--- src/rtl/mshr_file.sv ---
// Unified miss-status holding register file: merges secondary misses per line,
// issues one fill per entry and replays merged targets in allocation order.
module mshr_file #(
  parameter int NUM_ENTRIES = 4,
  parameter int NUM_TARGETS = 2,
  parameter int LINE_BYTES  = 16,
  parameter int ROB_IDX_W   = 5
) (
  input  logic                           clk_i,
  input  logic                           rst_ni,
  input  logic                           flush_i,
  input  logic                           alloc_valid_i,
  output logic                           alloc_ready_o,
  input  logic [31:0]                    alloc_addr_i,
  input  logic                           alloc_is_store_i,
  input  logic [31:0]                    alloc_data_i,
  input  logic [ROB_IDX_W-1:0]           alloc_rob_idx_i,
  output logic                           mem_req_valid_o,
  input  logic                           mem_req_ready_i,
  output logic [31:0]                    mem_req_addr_o,
  output logic [$clog2(NUM_ENTRIES)-1:0] mem_req_id_o,
  input  logic                           mem_resp_valid_i,
  input  logic [$clog2(NUM_ENTRIES)-1:0] mem_resp_id_i,
  output logic                           wake_valid_o,
  input  logic                           wake_ready_i,
  output logic [31:0]                    wake_addr_o,
  output logic [31:0]                    wake_data_o,
  output logic                           wake_is_store_o,
  output logic [ROB_IDX_W-1:0]           wake_rob_idx_o,
  output logic                           full_o,
  output logic                           empty_o
);

  localparam int ID_W   = $clog2(NUM_ENTRIES);
  localparam int OFS_W  = $clog2(LINE_BYTES);
  localparam int LINE_W = 32 - OFS_W;
  localparam int CNT_W  = $clog2(NUM_TARGETS + 1);
  localparam int TIDX_W = (NUM_TARGETS > 1) ? $clog2(NUM_TARGETS) : 1;

  typedef enum logic [1:0] {
    ENT_FREE  = 2'd0,
    ENT_PEND  = 2'd1,
    ENT_WAIT  = 2'd2,
    ENT_DRAIN = 2'd3
  } ent_state_e;

  typedef enum logic {
    DR_IDLE   = 1'b0,
    DR_ACTIVE = 1'b1
  } drain_state_e;

  ent_state_e             ent_state_r      [NUM_ENTRIES];
  logic [LINE_W-1:0]      ent_line_r       [NUM_ENTRIES];
  logic                   ent_squash_r     [NUM_ENTRIES];
  logic [CNT_W-1:0]       ent_cnt_r        [NUM_ENTRIES];
  ent_state_e             ent_state_nxt_s  [NUM_ENTRIES];
  logic [LINE_W-1:0]      ent_line_nxt_s   [NUM_ENTRIES];
  logic                   ent_squash_nxt_s [NUM_ENTRIES];
  logic [CNT_W-1:0]       ent_cnt_nxt_s    [NUM_ENTRIES];

  logic [31:0]            tgt_addr_r  [NUM_ENTRIES][NUM_TARGETS];
  logic [31:0]            tgt_data_r  [NUM_ENTRIES][NUM_TARGETS];
  logic                   tgt_store_r [NUM_ENTRIES][NUM_TARGETS];
  logic [ROB_IDX_W-1:0]   tgt_rob_r   [NUM_ENTRIES][NUM_TARGETS];

  drain_state_e           drain_state_r, drain_state_nxt_s;
  logic [ID_W-1:0]        drain_ptr_r, drain_ptr_nxt_s;
  logic [TIDX_W-1:0]      drain_tgt_r, drain_tgt_nxt_s;

  logic [LINE_W-1:0]      alloc_line_s;
  logic [NUM_ENTRIES-1:0] match_vec_s, free_vec_s, pend_vec_s, drain_vec_s;
  logic [ID_W-1:0]        match_idx_s, free_idx_s, pend_idx_s, drain_idx_s;
  logic                   match_any_s, free_any_s, pend_any_s, drain_any_s;
  logic                   alloc_ready_s, alloc_fire_s, merge_fire_s, new_fire_s;
  logic                   req_fire_s, wake_fire_s, last_tgt_s;
  logic [ID_W-1:0]        tgt_wi_s;
  logic [TIDX_W-1:0]      tgt_wt_s;
  logic [31:0]            tgt_wdata_s;

  function automatic logic [ID_W-1:0] lowest_idx(input logic [NUM_ENTRIES-1:0] vec);
    logic [ID_W-1:0] idx;
    idx = {ID_W{1'b0}};
    for (int i = NUM_ENTRIES - 1; i >= 0; i--) begin
      idx = vec[i] ? ID_W'(i) : idx;
    end
    return idx;
  endfunction

  assign alloc_line_s = alloc_addr_i[31:OFS_W];

  // Per-entry status vectors used by every lookup below.
  always_comb begin
    for (int i = 0; i < NUM_ENTRIES; i++) begin
      match_vec_s[i] = (ent_state_r[i] != ENT_FREE) && (ent_line_r[i] == alloc_line_s);
      free_vec_s[i]  = (ent_state_r[i] == ENT_FREE);
      pend_vec_s[i]  = (ent_state_r[i] == ENT_PEND);
      drain_vec_s[i] = (ent_state_r[i] == ENT_DRAIN);
    end
  end

  assign match_any_s = |match_vec_s;
  assign free_any_s  = |free_vec_s;
  assign pend_any_s  = |pend_vec_s;
  assign drain_any_s = |drain_vec_s;
  assign match_idx_s = lowest_idx(match_vec_s);
  assign free_idx_s  = lowest_idx(free_vec_s);
  assign pend_idx_s  = lowest_idx(pend_vec_s);
  assign drain_idx_s = lowest_idx(drain_vec_s);

  // A live entry for the line stalls unless it can still absorb a target.
  always_comb begin
    if (flush_i) begin
      alloc_ready_s = 1'b0;
    end else if (match_any_s) begin
      alloc_ready_s = ((ent_state_r[match_idx_s] == ENT_PEND) ||
                       (ent_state_r[match_idx_s] == ENT_WAIT)) &&
                      !ent_squash_r[match_idx_s] &&
                      (ent_cnt_r[match_idx_s] < CNT_W'(NUM_TARGETS));
    end else begin
      alloc_ready_s = free_any_s;
    end
  end

  assign alloc_ready_o = alloc_ready_s;
  assign alloc_fire_s  = alloc_valid_i && alloc_ready_s;
  assign merge_fire_s  = alloc_fire_s && match_any_s;
  assign new_fire_s    = alloc_fire_s && !match_any_s;
  assign req_fire_s    = pend_any_s && mem_req_ready_i;
  assign wake_fire_s   = (drain_state_r == DR_ACTIVE) && wake_ready_i;
  assign last_tgt_s    = (CNT_W'(drain_tgt_r) + CNT_W'(1'b1)) == ent_cnt_r[drain_ptr_r];

  assign tgt_wi_s    = match_any_s ? match_idx_s : free_idx_s;
  assign tgt_wt_s    = match_any_s ? ent_cnt_r[match_idx_s][TIDX_W-1:0] : {TIDX_W{1'b0}};
  assign tgt_wdata_s = alloc_is_store_i ? alloc_data_i : 32'h0;

  // Entry lifecycle: allocation, request issue, fill return, replay and flush.
  always_comb begin
    for (int i = 0; i < NUM_ENTRIES; i++) begin
      ent_state_nxt_s[i]  = ent_state_r[i];
      ent_line_nxt_s[i]   = ent_line_r[i];
      ent_squash_nxt_s[i] = ent_squash_r[i];
      ent_cnt_nxt_s[i]    = ent_cnt_r[i];
      case (ent_state_r[i])
        ENT_FREE: begin
          if (new_fire_s && (free_idx_s == ID_W'(i))) begin
            ent_state_nxt_s[i]  = ENT_PEND;
            ent_line_nxt_s[i]   = alloc_line_s;
            ent_squash_nxt_s[i] = 1'b0;
            ent_cnt_nxt_s[i]    = CNT_W'(1'b1);
          end else begin
            ent_state_nxt_s[i] = ENT_FREE;
          end
        end
        ENT_PEND: begin
          if (req_fire_s && (pend_idx_s == ID_W'(i))) begin
            ent_state_nxt_s[i]  = ENT_WAIT;
            ent_squash_nxt_s[i] = flush_i;
          end else if (flush_i) begin
            ent_state_nxt_s[i] = ENT_FREE;
          end else begin
            ent_state_nxt_s[i] = ENT_PEND;
          end
        end
        ENT_WAIT: begin
          if (mem_resp_valid_i && (mem_resp_id_i == ID_W'(i))) begin
            ent_state_nxt_s[i] = (ent_squash_r[i] || flush_i) ? ENT_FREE : ENT_DRAIN;
          end else if (flush_i) begin
            ent_squash_nxt_s[i] = 1'b1;
          end else begin
            ent_state_nxt_s[i] = ENT_WAIT;
          end
        end
        ENT_DRAIN: begin
          if (flush_i || (wake_fire_s && last_tgt_s && (drain_ptr_r == ID_W'(i)))) begin
            ent_state_nxt_s[i] = ENT_FREE;
          end else begin
            ent_state_nxt_s[i] = ENT_DRAIN;
          end
        end
        default: begin
          ent_state_nxt_s[i] = ENT_FREE;
        end
      endcase
      if (merge_fire_s && (match_idx_s == ID_W'(i))) begin
        ent_cnt_nxt_s[i] = ent_cnt_r[i] + CNT_W'(1'b1);
      end else begin
        ent_cnt_nxt_s[i] = ent_cnt_nxt_s[i];
      end
    end
  end

  // Entry state registers.
  always_ff @(posedge clk_i or negedge rst_ni) begin
    if (!rst_ni) begin
      for (int i = 0; i < NUM_ENTRIES; i++) begin
        ent_state_r[i]  <= ENT_FREE;
        ent_line_r[i]   <= {LINE_W{1'b0}};
        ent_squash_r[i] <= 1'b0;
        ent_cnt_r[i]    <= {CNT_W{1'b0}};
      end
    end else begin
      for (int i = 0; i < NUM_ENTRIES; i++) begin
        ent_state_r[i]  <= ent_state_nxt_s[i];
        ent_line_r[i]   <= ent_line_nxt_s[i];
        ent_squash_r[i] <= ent_squash_nxt_s[i];
        ent_cnt_r[i]    <= ent_cnt_nxt_s[i];
      end
    end
  end

  // Target storage: at most one target is captured per cycle.
  always_ff @(posedge clk_i or negedge rst_ni) begin
    if (!rst_ni) begin
      for (int i = 0; i < NUM_ENTRIES; i++) begin
        for (int t = 0; t < NUM_TARGETS; t++) begin
          tgt_addr_r[i][t]  <= 32'h0;
          tgt_data_r[i][t]  <= 32'h0;
          tgt_store_r[i][t] <= 1'b0;
          tgt_rob_r[i][t]   <= {ROB_IDX_W{1'b0}};
        end
      end
    end else if (alloc_fire_s) begin
      tgt_addr_r[tgt_wi_s][tgt_wt_s]  <= alloc_addr_i;
      tgt_data_r[tgt_wi_s][tgt_wt_s]  <= tgt_wdata_s;
      tgt_store_r[tgt_wi_s][tgt_wt_s] <= alloc_is_store_i;
      tgt_rob_r[tgt_wi_s][tgt_wt_s]   <= alloc_rob_idx_i;
    end else begin
      tgt_addr_r  <= tgt_addr_r;
      tgt_data_r  <= tgt_data_r;
      tgt_store_r <= tgt_store_r;
      tgt_rob_r   <= tgt_rob_r;
    end
  end

  // Drain engine state register.
  always_ff @(posedge clk_i or negedge rst_ni) begin
    if (!rst_ni) begin
      drain_state_r <= DR_IDLE;
      drain_ptr_r   <= {ID_W{1'b0}};
      drain_tgt_r   <= {TIDX_W{1'b0}};
    end else begin
      drain_state_r <= drain_state_nxt_s;
      drain_ptr_r   <= drain_ptr_nxt_s;
      drain_tgt_r   <= drain_tgt_nxt_s;
    end
  end

  // Drain engine next state: lock one DRAIN entry and walk its targets.
  always_comb begin
    drain_state_nxt_s = drain_state_r;
    drain_ptr_nxt_s   = drain_ptr_r;
    drain_tgt_nxt_s   = drain_tgt_r;
    case (drain_state_r)
      DR_IDLE: begin
        if (!flush_i && drain_any_s) begin
          drain_state_nxt_s = DR_ACTIVE;
          drain_ptr_nxt_s   = drain_idx_s;
          drain_tgt_nxt_s   = {TIDX_W{1'b0}};
        end else begin
          drain_state_nxt_s = DR_IDLE;
        end
      end
      DR_ACTIVE: begin
        if (flush_i || (wake_fire_s && last_tgt_s)) begin
          drain_state_nxt_s = DR_IDLE;
        end else if (wake_fire_s) begin
          drain_tgt_nxt_s = drain_tgt_r + TIDX_W'(1'b1);
        end else begin
          drain_state_nxt_s = DR_ACTIVE;
        end
      end
      default: begin
        drain_state_nxt_s = DR_IDLE;
      end
    endcase
  end

  // Drain engine outputs: replay fields are zero whenever nothing is locked.
  always_comb begin
    wake_valid_o    = 1'b0;
    wake_addr_o     = 32'h0;
    wake_data_o     = 32'h0;
    wake_is_store_o = 1'b0;
    wake_rob_idx_o  = {ROB_IDX_W{1'b0}};
    case (drain_state_r)
      DR_ACTIVE: begin
        wake_valid_o    = 1'b1;
        wake_addr_o     = tgt_addr_r[drain_ptr_r][drain_tgt_r];
        wake_data_o     = tgt_data_r[drain_ptr_r][drain_tgt_r];
        wake_is_store_o = tgt_store_r[drain_ptr_r][drain_tgt_r];
        wake_rob_idx_o  = tgt_rob_r[drain_ptr_r][drain_tgt_r];
      end
      DR_IDLE: begin
        wake_valid_o = 1'b0;
      end
      default: begin
        wake_valid_o = 1'b0;
      end
    endcase
  end

  assign mem_req_valid_o = pend_any_s;
  assign mem_req_addr_o  = pend_any_s ? {ent_line_r[pend_idx_s], {OFS_W{1'b0}}} : 32'h0;
  assign mem_req_id_o    = pend_idx_s;
  assign full_o          = ~free_any_s;
  assign empty_o         = &free_vec_s;

endmodule

--- config.mk ---
export PLATFORM = sky130hd
export DESIGN_NAME = mshr_file
export DESIGN_NICKNAME = d
export VERILOG_FILES = /design/src/rtl/mshr_file.sv
export SDC_FILE = /design/constraint.sdc
export NUM_CORES = 1
export LEC_CHECK = 0
export BUFFER_PORTS_ARGS = -buffer_cell sky130_fd_sc_hd__buf_2
export CORE_MARGIN = 2
export CORE_UTILIZATION = 55
export DETAILED_ROUTE_END_ITERATION = 8
export PLACE_DENSITY = 0.76
export SETUP_SLACK_MARGIN = 0.3
export SYNTH_ARGS = -nofsm -noshare
export SYNTH_HDL_FRONTEND = slang
export SYNTH_SLANG_ARGS = --single-unit
--- constraint.sdc ---
create_clock -name clk_i -period 3.5 [get_ports clk_i]
set_input_delay 0.7 -clock clk_i [delete_from_list [all_inputs] [get_ports clk_i]]
set_output_delay 0.7 -clock clk_i [all_outputs]
set_load 0.1 [all_outputs]
Word-level counts from Yosys, hierarchy flattened:

Cells that the tools add are included.

* input port bits: 79
* output and inout port bits: 109
* register bits: 696

* order comparisons: 9
* multiplexer cells: 144
* eq/ne operators: 57
* reductions and logical operators: 92
* bitwise gates (word level): 8
* add/sub/neg operators: 6

Operators by type and width (count)
* $bwmux W256: 2
* $mux W32: 11
* $mux W64: 5
* $bmux W64 S2: 2
* $demux W64 S2: 1
* $eq A28 B28 Y1: 4
* $mux W2: 55
* $bmux W28 S2: 1
* $mux W28: 2
* $bwmux W40: 1
* $eq A2 B2 Y1 const B: 19
* $logic_and A1 B1 Y1: 35
* $mux W1: 33
* $demux W32 S1: 1
* $pmux W2 S4: 4
* $mux W10: 3
* $mux W5: 5
* $reduce_bool A2 Y1: 12
* $bmux W10 S2: 1
* $demux W10 S2: 1
* $eq A2 B1 Y1 const B: 10
* $ne A2 B2 Y1 const B: 10
* $reduce_and A5 Y1: 4
* $logic_not A2 Y1: 9
* 29 further kinds: 85

Longest topological paths before layout:

* word-level depth: 22
* gate-level depth with buffers: 14
* depth with buffers taken out: 11

Worst setup path before layout:

OpenSTA, ideal clock, no wires.

* path type: register -> output
* from: register ent_state_r[0] in the netlist's numbering
* to: output port alloc_ready_o
* slack: -2017 ps
* path buffers: 1
* data arrival time: 4817 ps
* stages on the path, launching flop included: 8
* cells stage by stage: dfrtp_1 -> inv_1 -> ha_1 -> clkbuf_1 -> nor4_1 -> or2_2 -> o21a_1 -> nor2_1

* longest elaborated chain between the ends: 16

RTL lines
* start: declaration: line 52 `ent_state_e ent_state_r [NUM_ENTRIES];`
* start signal: indexed assignment: line 203 `ent_state_r[i] <= ent_state_nxt_s[i];`
* $reduce_bool A2 Y1: line 94 `match_vec_s[i] = (ent_state_r[i] != ENT_FREE) && (ent_line_r[i] == alloc_line_s);`
* $logic_and A1 B1 Y1: line 94
* $mux W2 (4 in a row): line 84 `idx = vec[i] ? ID_W'(i) : idx;`
* $not A2 Y3 (implied by the code)
* $bmux W2 S2: line 115, 116
* $mux W2 (implied by the code) (2 in a row): line 115, 116
* $eq A2 B1 Y1 or $eq A2 B2 Y1 (tied branches): line 115, 116
* $logic_or A1 B1 Y1: line 115 `alloc_ready_s = ((ent_state_r[match_idx_s] == ENT_PEND) ||`
* $logic_and A1 B1 Y1: line 116 `(ent_state_r[match_idx_s] == ENT_WAIT)) &&`
* $logic_and A1 B1 Y1: line 117 `!ent_squash_r[match_idx_s] &&`
* $mux W1 *: line 114 `end else if (match_any_s) begin`
* $mux W1 *: line 112 `if (flush_i) begin`
* end: declaration: line 13 `output logic alloc_ready_o,`

Mark *: on every way between the ends. The rest lies on a longest branch, timed or not. The select of a mux whose other input is x is not followed.

Final worst setup path:

* from: register ent_line_r[53] in the netlist's numbering
* to: output port alloc_ready_o

* longest elaborated chain between the ends: 15

RTL lines
* start: declaration: line 53 `logic [LINE_W-1:0] ent_line_r [NUM_ENTRIES];`
* start signal: indexed assignment: line 197 `ent_line_r[i] <= {LINE_W{1'b0}};`
* start signal: indexed assignment: line 204 `ent_line_r[i] <= ent_line_nxt_s[i];`
* $eq A28 B28 Y1 *: line 94
* $logic_and A1 B1 Y1 *: line 94
* $mux W2 (3 in a row): line 84
* $not A2 Y3 (implied by the code)
* $bmux W2 S2: line 115, 116
* $mux W2 (implied by the code) (2 in a row): line 115, 116
* $eq A2 B1 Y1 or $eq A2 B2 Y1 (tied branches): line 115, 116
* $logic_or A1 B1 Y1: line 115
* $logic_and A1 B1 Y1: line 116
* $logic_and A1 B1 Y1: line 117
* $mux W1 *: line 114
* $mux W1 *: line 112

Marks and branches as above.

==> impl_metrics.toml <==
[status]
outcome = "complete, but fails checks"
violations = "negative setup slack"

[critical_path]
endpoint_kind = "output port"
crit_path_top_delay_cell = "a2111oi_1"
crit_chain = "xor2_1 > nor4_2 > buf_4 > and4_1 > a2111oi_1 > a311oi_1 > a211oi_1 > or2_1 > o21a_2 > nor2_4 > buf_6 > buf_12"
crit_fanout = 2
start_kind = "register"
r2r_cells = 20
crit_family = "compound AO/OA/AOI/OAI gates"
cp.depth = 12
crit_start = "ent_line_r[53]$_DFFE_PN0P_"
critPathCapture = "alloc_ready_o"
cp.arrival_ps = 3470
critPathKind = "register to output port"
reg2reg_from = "ent_line_r[32]$_DFFE_PN0P_"
path_buf_inv = 3
cp.required_ps = 2800
r2r-end = "tgt_addr_r[168]$_DFFE_PN0P_"
reg2reg_setup_slack_ps = -630
max_stage_delay_ps = 540

[yosys]
postSynthAreaPerCell_sq_um = 12.83
synthArstFlopShare = 1.000
syn_inst = 2671
ys_types = 70
netlist_area_sq_um = 34280
yosysWarningCount = 0
yosys_most_used_dff = "dfrtp_1"
synth_seq_cells = 696
synth_enable_flop_cells = 0
ys_seq_area_frac = 0.5081

[global_routing]
grt_pass1_vias = 26610
antenna_found_initial = 2
grt_pass1_wl_microns = 165900
grt-ovfl-total = 0
grt_max_degree = 92
groute.usage.overall = 0.3409

[hold_path]
hp-class = "primary input to async pin"

[die]
die_area_sq_um = 64340
dieWidth_microns = 253.6
rows = 91
core_sq_um = 61710
boundaryPins = 188
initial_core_util = 0.5555
die_y_microns = 253.6

[routing]
drc = 0
firstDrtPassIters = 6
via_count = 24950
avgViaCountPerCell = 6.236
ant_nets = 0
routedWlPerCell_microns = 27.83
wirelength_microns = 111400
initialDrtViolationCount = 2388

[pwr]
cellPowerDensity_nw_per_um2 = 515.8
ir_drop_mv = 0.4200
p_leak_nw = 22.15
total_power_mw = 23.44

[sta]
slew_headroom = 0.3503
rsz0062_at_grt = "true"
finalCritPeriodShare = 1.191
slew_viol_final = 0
layout_setup_ws_ps = -670.1
worst_slew_pin_slew_ps = 974.6
period_minus_slack_ps = 4170
hold_ws_ps = 99.49
hold_viol_final = 0
clock_skew_ps = 24.80
tns_ps = -207680
fmax_mhz = 239.8
setup_viol = 612

[cts]
cts_max_level = 3
cts_tree = "done"
clockBufferDepth = 3
cts_made_buffers = 75
clk_pin_slew_worst_paths_ps = 60
cts.root.buffer_cell = "clkbuf_16"
cts.sinks = 696
cts_hold_buf = 0
worstSkewPairLatency_ps = 640

[layout]
utilization = 0.7366
fin_cells = 4001
fin_nets = 3201
drive_gt1_frac = 0.4915
nFillCells = 3673
postLayoutCellArea_sq_um = 45450
area_delta_synth_final_pct = 32.61

[placed_design]
routabilityCongestion = 1.000
dpl.cell_count = 3770
dp_slack_ps = -835.7
dp_hpwl_microns = 62850
placedInstanceArea_sq_um = 40300
io_buffers = 183

[job]
drv_cap = 0
==> worst min path at each step <==
stage | to | cells past startpoint | startpoint
2_1_floorplan | drain_ptr_r[0]$_DFFE_PN0P_ | 0 | rst_ni
3_3_place_gp | tgt_addr_r[221]$_DFFE_PN0P_ | 1 | tgt_addr_r[221]$_DFFE_PN0P_
3_5_place_dp | tgt_addr_r[203]$_DFFE_PN0P_ | 1 | tgt_addr_r[203]$_DFFE_PN0P_
4_1_cts | tgt_data_r[209]$_DFFE_PN0P_ | 1 | rst_ni
5_1_grt | tgt_data_r[209]$_DFFE_PN0P_ | 1 | rst_ni
6_report | tgt_data_r[111]$_DFFE_PN0P_ | 1 | rst_ni
==> per-layer routing <==
| layer | global-route usage | share of wire | vias to the layer above |
|---|---|---|---|
| met1 | 0.4571 | 0.39 | 13200 |
| met2 | 0.5618 | 0.50 | 1143 |
| met3 | 0.05552 | 0.068 | 275 |
| met5 | 0 | 0 | - |
| li1 | - | - | 10330 |
| met4 | 0.1304 | 0.040 | 0 |
==> cell families (layout without fill, tap and decap cells) <==
kind of cell	Yosys count	count (layout)	share of synthesized area
flip-flops	696	696	0.5081
XOR/XNOR	108	108	0.02760
other	1	6	0.0001094
buffers and inverters	273	761	0.03482
adder cells (fa/ha/maj)	16	16	0.005840
multiplexers	788	788	0.3055
AO/OA/AOI/OAI	242	242	0.04570
AND/OR/NAND/NOR	547	547	0.07231
==> worst reg2reg max path, stage by stage, from the launching register on <==
cell and delay, ps:
dfrtp_1 400, xor2_2 160, nor4_2 290, buf_4 170, nand4_1 180, or4_1 530
o41ai_2 70, o22ai_1 120, or2_1 260, o21a_2 240, buf_6 120, buf_6 100
buf_6 100, buf_6 110, buf_6 110, nor3_4 230, buf_6 160, buf_16 140
buf_12 120, buf_8 110, mux2_4 300
==> Yosys cell counts, types with 3 or more instances <==
library cell | count | area share
nor4b_1 | 3 | 0.00077
nand2_1 | 313 | 0.034
a211oi_1 | 3 | 0.00066
inv_1 | 19 | 0.0021
nand3b_1 | 3 | 0.00066
buf_2 | 45 | 0.0066
clkbuf_1 | 158 | 0.017
nand3_1 | 16 | 0.0023
nor4_1 | 29 | 0.0053
dfrtp_1 | 696 | 0.51
mux4_2 | 142 | 0.093
nand4_1 | 8 | 0.0015
a31oi_1 | 3 | 0.00055
xor2_1 | 104 | 0.027
buf_1 | 27 | 0.0030
mux2_2 | 207 | 0.068
mux2_1 | 439 | 0.14
o311ai_0 | 3 | 0.00077
ha_1 | 16 | 0.0058
or3_1 | 3 | 0.00055
o21a_1 | 5 | 0.0011
nor3_1 | 16 | 0.0023
o21ai_0 | 48 | 0.0070
a21boi_0 | 72 | 0.016
nand2b_1 | 4 | 0.00073
buf_6 | 7 | 0.0023
nor2_1 | 81 | 0.0089
and3_1 | 5 | 0.00091
buf_4 | 16 | 0.0035
or2_2 | 4 | 0.00073
xnor2_1 | 4 | 0.0010
and4_1 | 3 | 0.00077
a21oi_1 | 74 | 0.011
and2_1 | 33 | 0.0060
nor2b_1 | 13 | 0.0024
a221oi_1 | 4 | 0.0010
==> area by class of cell <==
| type | instances | area (sq um) | area share |
|---|---|---|---|
| diodes | 2 | 5.005 | 0.0001101 |
| clock buffers | 112 | 2268 | 0.04991 |
| clock inverters | 21 | 267.8 | 0.005891 |
| inverters | 20 | 76.32 | 0.001679 |
| multi-input cells | 1705 | 17810 | 0.3918 |
| flip-flops and latches | 696 | 17430 | 0.3834 |
| well taps | 837 | 1047 | 0.02304 |
| repair buffers | 608 | 6550 | 0.1441 |
==> registers in the layout, summed over array words and instances (netlist names) <==
name           count
tgt_addr_r       256
tgt_data_r       256
ent_line_r       112
tgt_rob_r         40
ent_cnt_r          8
ent_state_r        8
tgt_store_r        8
ent_squash_r       4
drain_ptr_r        2
drain_state_r      1
drain_tgt_r        1
==> cells in the final DEF, fill, tap and decap left out, drive strengths merged, types with 33 or more instances in the layout <==
master	netlist	layout
mux4	142	142
clkbuf	158	117
nor2	82	82
and2	33	33
dfrtp	696	696
a21oi	74	74
a21boi	73	73
xor2	104	104
nand2	313	313
o21ai	49	49
buf	95	591
mux2	646	646
==> power breakdown <==
part | total (mW) | leakage [nW] | switching (mW) | internal, mW
combinational | 5.51 | 11.6 | 2.90 | 2.61
clock | 8.28 | 1.26 | 3.41 | 4.87
sequential | 9.66 | 9.29 | 0.696 | 8.96
==> what timing repair did <==
action,4_1_cts,5_1_grt
endpoints found under the setup margin,783,787
gates resized for setup,241,27
pin swaps,21,2
setup buffers,46,15
gates cloned,30,5
Note: power is estimated with default switching activity, not from simulation.
